<file path="src/rtl/jt12_pkg.sv">
// Purpose: shared constants and helpers for the operator mix stage.
// Latency: n/a (types, constants and pure functions only).
// Backpressure: none; the operator stream is free-running.
package jt12_pkg;

  // Default number of channels per slot group.
  localparam int NUM_CH_DEF = 6;

  // Channel accumulator width: 4 operators x 256 fits in 11 signed bits.
  localparam int RING_W = 11;

  // Frame accumulator width: 6 channels x 1024 fits in 14 signed bits.
  localparam int ACC_W = 14;

  // Operator identity; the encoding is the bit position in a carrier mask.
  typedef enum logic [1:0] {
    OP_S1 = 2'd0,
    OP_S2 = 2'd1,
    OP_S3 = 2'd2,
    OP_S4 = 2'd3
  } op_e;

  // Order in which the slot groups appear within a frame.
  typedef enum logic [1:0] {
    GRP_S1 = 2'd0,
    GRP_S3 = 2'd1,
    GRP_S2 = 2'd2,
    GRP_S4 = 2'd3
  } slot_grp_e;

  // Per-algorithm carrier mask, bit0 = S1 .. bit3 = S4; index is alg.
  localparam logic [7:0][3:0] CARRIER_MASK = {
    4'b1111,  // alg 7: all four operators are carriers
    4'b1110,  // alg 6: S2, S3, S4
    4'b1110,  // alg 5: S2, S3, S4
    4'b1010,  // alg 4: S2, S4
    4'b1000,  // alg 3: S4 only
    4'b1000,  // alg 2: S4 only
    4'b1000,  // alg 1: S4 only
    4'b1000   // alg 0: S4 only
  };

  // Decoded slot: which operator owns the current cycle, if any.
  typedef struct packed {
    logic vld;
    op_e  op;
  } slot_t;

  // Resolve the slot flags with priority S1 > S3 > S2 > S4.
  function automatic slot_t decode_slot(input logic s1, input logic s2,
                                        input logic s3, input logic s4);
    slot_t r;
    r.vld = 1'b1;
    r.op  = OP_S1;
    if (s1)      r.op = OP_S1;
    else if (s3) r.op = OP_S3;
    else if (s2) r.op = OP_S2;
    else if (s4) r.op = OP_S4;
    else         r.vld = 1'b0;
    return r;
  endfunction

endpackage

</file>
<file path="src/rtl/jt12_opmix_ring.sv">
// Purpose: per-channel carrier accumulator ring, one stage per channel.
// Latency: a value written in slot t reappears at dout in slot t+NUM_CH.
// Backpressure: none; shifts every cycle.
module jt12_opmix_ring
  import jt12_pkg::*;
#(
  parameter int NUM_CH = NUM_CH_DEF,
  parameter int W      = RING_W
) (
  input  logic                clk,
  input  logic                rst_n,
  input  logic signed [W-1:0] din,
  output logic signed [W-1:0] dout
);

  logic signed [W-1:0] stage [NUM_CH];

  // Shift the ring one place per cycle; reset clears every channel.
  always_ff @(posedge clk) begin
    if (!rst_n) begin
      for (int i = 0; i < NUM_CH; i++) stage[i] <= '0;
    end else begin
      stage[0] <= din;
      for (int i = 1; i < NUM_CH; i++) stage[i] <= stage[i-1];
    end
  end

  assign dout = stage[NUM_CH-1];

endmodule

</file>
<file path="src/rtl/jt12_opmix.sv">
// Purpose: select carrier operators, sum per channel, pan and emit one stereo sample per frame.
// Latency: slots up to the cycle before zero appear on left/right one cycle after zero.
// Backpressure: none; consumes one slot per cycle, sample is a single-cycle strobe.
module jt12_opmix
  import jt12_pkg::*;
#(
  parameter int NUM_CH = NUM_CH_DEF,
  parameter int OUT_W  = 12
) (
  input  logic                    clk,
  input  logic                    rst_n,
  input  logic signed [8:0]       op_result,
  input  logic                    s1_enters,
  input  logic                    s2_enters,
  input  logic                    s3_enters,
  input  logic                    s4_enters,
  input  logic                    zero,
  input  logic [2:0]              alg,
  input  logic [1:0]              rl,
  output logic signed [OUT_W-1:0] left,
  output logic signed [OUT_W-1:0] right,
  output logic                    sample
);

  localparam int SAT_MAX = (1 << (OUT_W - 1)) - 1;
  localparam int SAT_MIN = -(1 << (OUT_W - 1));

  // Clamp a frame accumulator into the output range.
  function automatic logic signed [OUT_W-1:0] sat(input logic signed [ACC_W-1:0] a);
    if (int'(a) > SAT_MAX)      return OUT_W'(SAT_MAX);
    else if (int'(a) < SAT_MIN) return OUT_W'(SAT_MIN);
    else                        return OUT_W'(a);
  endfunction

  slot_t                    slot;
  logic                     carrier;
  logic                     is_s1;
  logic                     is_s4;
  logic signed [RING_W-1:0] carrier_term;
  logic signed [RING_W-1:0] ch_prev;
  logic signed [RING_W-1:0] ch_sum;
  logic signed [RING_W-1:0] ring_in;
  logic signed [ACC_W-1:0]  add_l;
  logic signed [ACC_W-1:0]  add_r;
  logic signed [ACC_W-1:0]  acc_l;
  logic signed [ACC_W-1:0]  acc_r;

  // Carrier selection, channel running sum and panned frame contribution.
  always_comb begin
    slot         = decode_slot(s1_enters, s2_enters, s3_enters, s4_enters);
    carrier      = slot.vld && CARRIER_MASK[alg][slot.op];
    is_s1        = slot.vld && (slot.op == OP_S1);
    is_s4        = slot.vld && (slot.op == OP_S4);
    carrier_term = carrier ? RING_W'(op_result) : '0;
    ch_sum       = ch_prev + carrier_term;
    // S1 opens a new channel total; any other slot extends it.
    ring_in      = is_s1 ? carrier_term : ch_sum;
    add_l        = (is_s4 && rl[1]) ? ACC_W'(ch_sum) : '0;
    add_r        = (is_s4 && rl[0]) ? ACC_W'(ch_sum) : '0;
  end

  jt12_opmix_ring #(
    .NUM_CH (NUM_CH),
    .W      (RING_W)
  ) u_ring (
    .clk   (clk),
    .rst_n (rst_n),
    .din   (ring_in),
    .dout  (ch_prev)
  );

  // Frame accumulators and output registers; zero latches and reseeds.
  always_ff @(posedge clk) begin
    if (!rst_n) begin
      acc_l  <= '0;
      acc_r  <= '0;
      left   <= '0;
      right  <= '0;
      sample <= 1'b0;
    end else begin
      sample <= zero;
      if (zero) begin
        // The zero slot's own contribution belongs to the next frame.
        left  <= sat(acc_l);
        right <= sat(acc_r);
        acc_l <= add_l;
        acc_r <= add_r;
      end else begin
        acc_l <= acc_l + add_l;
        acc_r <= acc_r + add_r;
      end
    end
  end

endmodule

</file>
<file path="config.mk">
export PLATFORM = sky130hd
export DESIGN_NAME = jt12_opmix
export DESIGN_NICKNAME = d
export VERILOG_FILES = /design/src/rtl/jt12_pkg.sv /design/src/rtl/jt12_opmix_ring.sv /design/src/rtl/jt12_opmix.sv
export SDC_FILE = /design/constraint.sdc
export NUM_CORES = 1
export LEC_CHECK = 0
export ABC_AREA = 1
export BUFFER_PORTS_ARGS = -buffer_cell sky130_fd_sc_hd__buf_2
export CAP_MARGIN = 15
export CORE_ASPECT_RATIO = 0.5
export CORE_MARGIN = 3
export CORE_UTILIZATION = 42
export CTS_CLUSTER_SIZE = 14
export DETAILED_ROUTE_END_ITERATION = 16
export GPL_ROUTABILITY_DRIVEN = 0
export PLACE_DENSITY = 0.67
export SYNTH_ARGS = -nofsm -noshare
export SYNTH_HDL_FRONTEND = slang
export SYNTH_SLANG_ARGS = --single-unit
</file>
<file path="constraint.sdc">
create_clock -name clk -period 4.5 [get_ports clk]
set_clock_uncertainty 0.15 [all_clocks]
set_input_delay 0.225 -clock clk [delete_from_list [all_inputs] [get_ports clk]]
set_output_delay 0.225 -clock clk [all_outputs]
set_load 0.05 [all_outputs]
</file>
==> impl_metrics.yaml <==
setup_path:
  r2r_end: "acc_r[13]"
  worst_path_max_delay_cell: "ha_1"
  ff2ff_setup_slack_ns: 0.85
  reg2reg_depth: 21
  end_kind: "register"
  cpMostUsedCell: "nand2_1"
  cp.required_ns: 4.68
  critical_path_class: "in2reg"
  max_stage_delay_ns: 0.38
  startpoint_type: "input pin"
  crit_fanout: 6
  r2r_start: "u_ring.stage[0][57]"
  critPathArrivalTime_ns: 4.16
placement:
  io_buffers: 45
  placement.cell_area_um2: 5990
  dp_hpwl_mm: 9.15
  dp_slack_ns: -0.0108
die:
  fp.coreArea_um2: 12800
  die_w_um: 169
  placementRows: 29
  ios: 46
  start_util: 0.435
  floorplan.die.height_um: 87.5
  die_area_um2: 14800
sta:
  finalCritPeriodShare: 0.884
  final_max_slew_viol_count: 0
  relSlewSlack: 0.401
  setup_slack_ns: 0.520
  period_needed_ns: 3.98
  finalHoldViolCount: 0
  rsz0062_at_grt: "false"
  setup_viol: 0
  worstMarginPinSlew_ns: 0.899
  fmax_mhz: 251
global_route:
  grt_max_degree: 74
  antenna_found_initial: 0
  grt_pass1_vias: 4633
  overflow: 0
  gr-usage-all-layers: 0.181
  grt_pass1_wl_mm: 21.4
worst_hold_path:
  hp-class: "in2reg"
  hold_end: "acc_r[1]"
  min_path_cells: 3
  min_from: "rst_n"
cts:
  clkLatencyLatePin_ns: 0.41
  path_clk_slew_ns: 0.06
  cts_tree: "built"
  cts_made_buffers: 17
  clockRootBuffer: "clkbuf_16"
  ctsHtreeMaxLevel: 4
  cts_sinks: 119
  cts_buffer_depth: 2
routing:
  first_iter_violations: 308
  routed_wl_mm: 12.7
  drc: 0
  avgRoutedWirePerCell_um: 12.6
  vias_per_cell: 4.90
  ant_nets: 0
  vias: 4939
  firstDrtPassIters: 7
finish:
  drive_gt1_frac: 0.123
  fin_nets: 880
  area_growth_pct: 18.5
  fin_area_um2: 6620
  num_antenna_cells: 0
synth:
  syn_inst: 771
  netlist-cell-type-count: 36
  synth.yosys.warnings: 0
  avgSynthCellArea_um2: 7.24
  synth-async-reset-ratio: 0
  netlist_area_um2: 5580
  seq_area_frac_synth: 0.427
  synth_edf_count: 0
  syn-num-nets: 825
  ys_ff_latch: 119
  ys.flop_type: "dfxtp_1"
power:
  power.density_nw_per_um2: 376
  power.leakage_nw: 3.40
  peakVddDrop_uv: 271
run:
  cap_violations: 0
run_status:
  status: "completed"
[layout by cell type, fill, tap and decap left out, drive strengths merged, types with 20 or more instances in the layout]
cell type	n
o21ai	55
dfxtp	119
buf	51
clkbuf	20
ha	30
nand2	201
a21oi	48
inv	130
nor2	66
nand3	45
[synth_stat cells, types with 3 or more instances]
cell type | instances | share of area
inv_1 | 128 | 0.086
o21ai_0 | 54 | 0.048
clkbuf_1 | 18 | 0.012
a22o_1 | 5 | 0.0078
nand4_1 | 5 | 0.0056
a32o_1 | 5 | 0.0090
ha_1 | 30 | 0.067
nand3_1 | 37 | 0.033
fa_1 | 3 | 0.011
nand2_2 | 4 | 0.0045
nor3_1 | 7 | 0.0063
nand2_1 | 197 | 0.13
or2_2 | 5 | 0.0056
dfxtp_1 | 119 | 0.43
nand3_2 | 8 | 0.014
nor2_1 | 65 | 0.044
o2111ai_1 | 3 | 0.0047
xor2_1 | 8 | 0.013
a21oi_1 | 48 | 0.043
[layout make-up]
| cell class | instances | area (um^2) |
|---|---|---|
| clock inverter | 11 | 100 |
| clock buffer | 20 | 457 |
| fill | 1236 | 6230 |
| tap | 170 | 213 |
| timing repair buffer | 57 | 330 |
| inverter | 129 | 484 |
| multi-input combinational | 502 | 2650 |
| sequential | 119 | 2380 |
[registers in the layout (all words and copies together), names as in the netlist]
signal	count
acc_l	14
acc_r	14
left	12
right	12
sample	1
u_ring.stage	66
[stage by stage]
stage               hold slack (ns)  setup TNS [ns]  std cells   util  total power [W]
finish                       0.0579               0       1008  0.515          0.00249
global route                 0.0572               0       1008  0.515          0.00258
CTS                          0.0341               0       1008  0.514          0.00251
detailed placement            0.246         -0.0108        971  0.466          0.00123
global placement              0.241               0        971  0.466          0.00122
floorplan                     0.218               0        771      -          0.00118
[worst max-delay path: cells and delay by family]
kind | cells | cell delay, ns
AO/OA/AOI/OAI | 7 | 1.11
adder cells (fa/ha/maj) | 2 | 0.68
AND/OR/NAND/NOR | 16 | 1.58
buffers and inverters | 4 | 0.32
XOR/XNOR | 1 | 0.24
[how the worst max path moves through the flow]
stage               startpoint        end  slack (ns)
floorplan            s1_enters  acc_r[13]        0.64
global placement     s1_enters  acc_r[13]        0.23
detailed placement   s1_enters  acc_r[13]       -0.01
CTS                  s1_enters  acc_r[13]        0.40
global route         s2_enters  acc_r[13]        0.06
finish               s1_enters  acc_r[13]        0.52
[cell families after synthesis]
family | count (synthesis) | share of synthesized area
buffers and inverters | 150 | 0.101
adder cells (fa/ha/maj) | 33 | 0.0780
flip-flops | 119 | 0.427
AND/OR/NAND/NOR | 333 | 0.251
AO/OA/AOI/OAI | 126 | 0.127
XOR/XNOR | 10 | 0.0157
[repair_timing]
action | in CTS | in global routing
setup buffers | 0 | 0
endpoints found under the setup margin | 0 | 3
gates resized for setup | 0 | 2
hold endpoints to repair | 7 | 0
hold buffers | 6 | 0
[metal layers]
metal	share of wire	vias to the layer above	global-route usage	wire, um
met3	0.043	22	0.0374	550
met5	0	-	0	0
met4	0.016	0	0.0645	203
met2	0.43	109	0.294	5520
met1	0.51	2250	0.243	6440
li1	-	2558	-	-
[report_power, final]
part	internal (W)	leakage, nW	switching [W]	total, W
Sequential	0.00107	0.963	0.00000522	0.00108
Clock	0.000784	0.261	0.000496	0.00128
Combinational	0.0000400	2.17	0.0000919	0.000132
Total	0.00190	3.40	0.000593	0.00249
No activity file was read; power rests on OpenSTA's default activity.
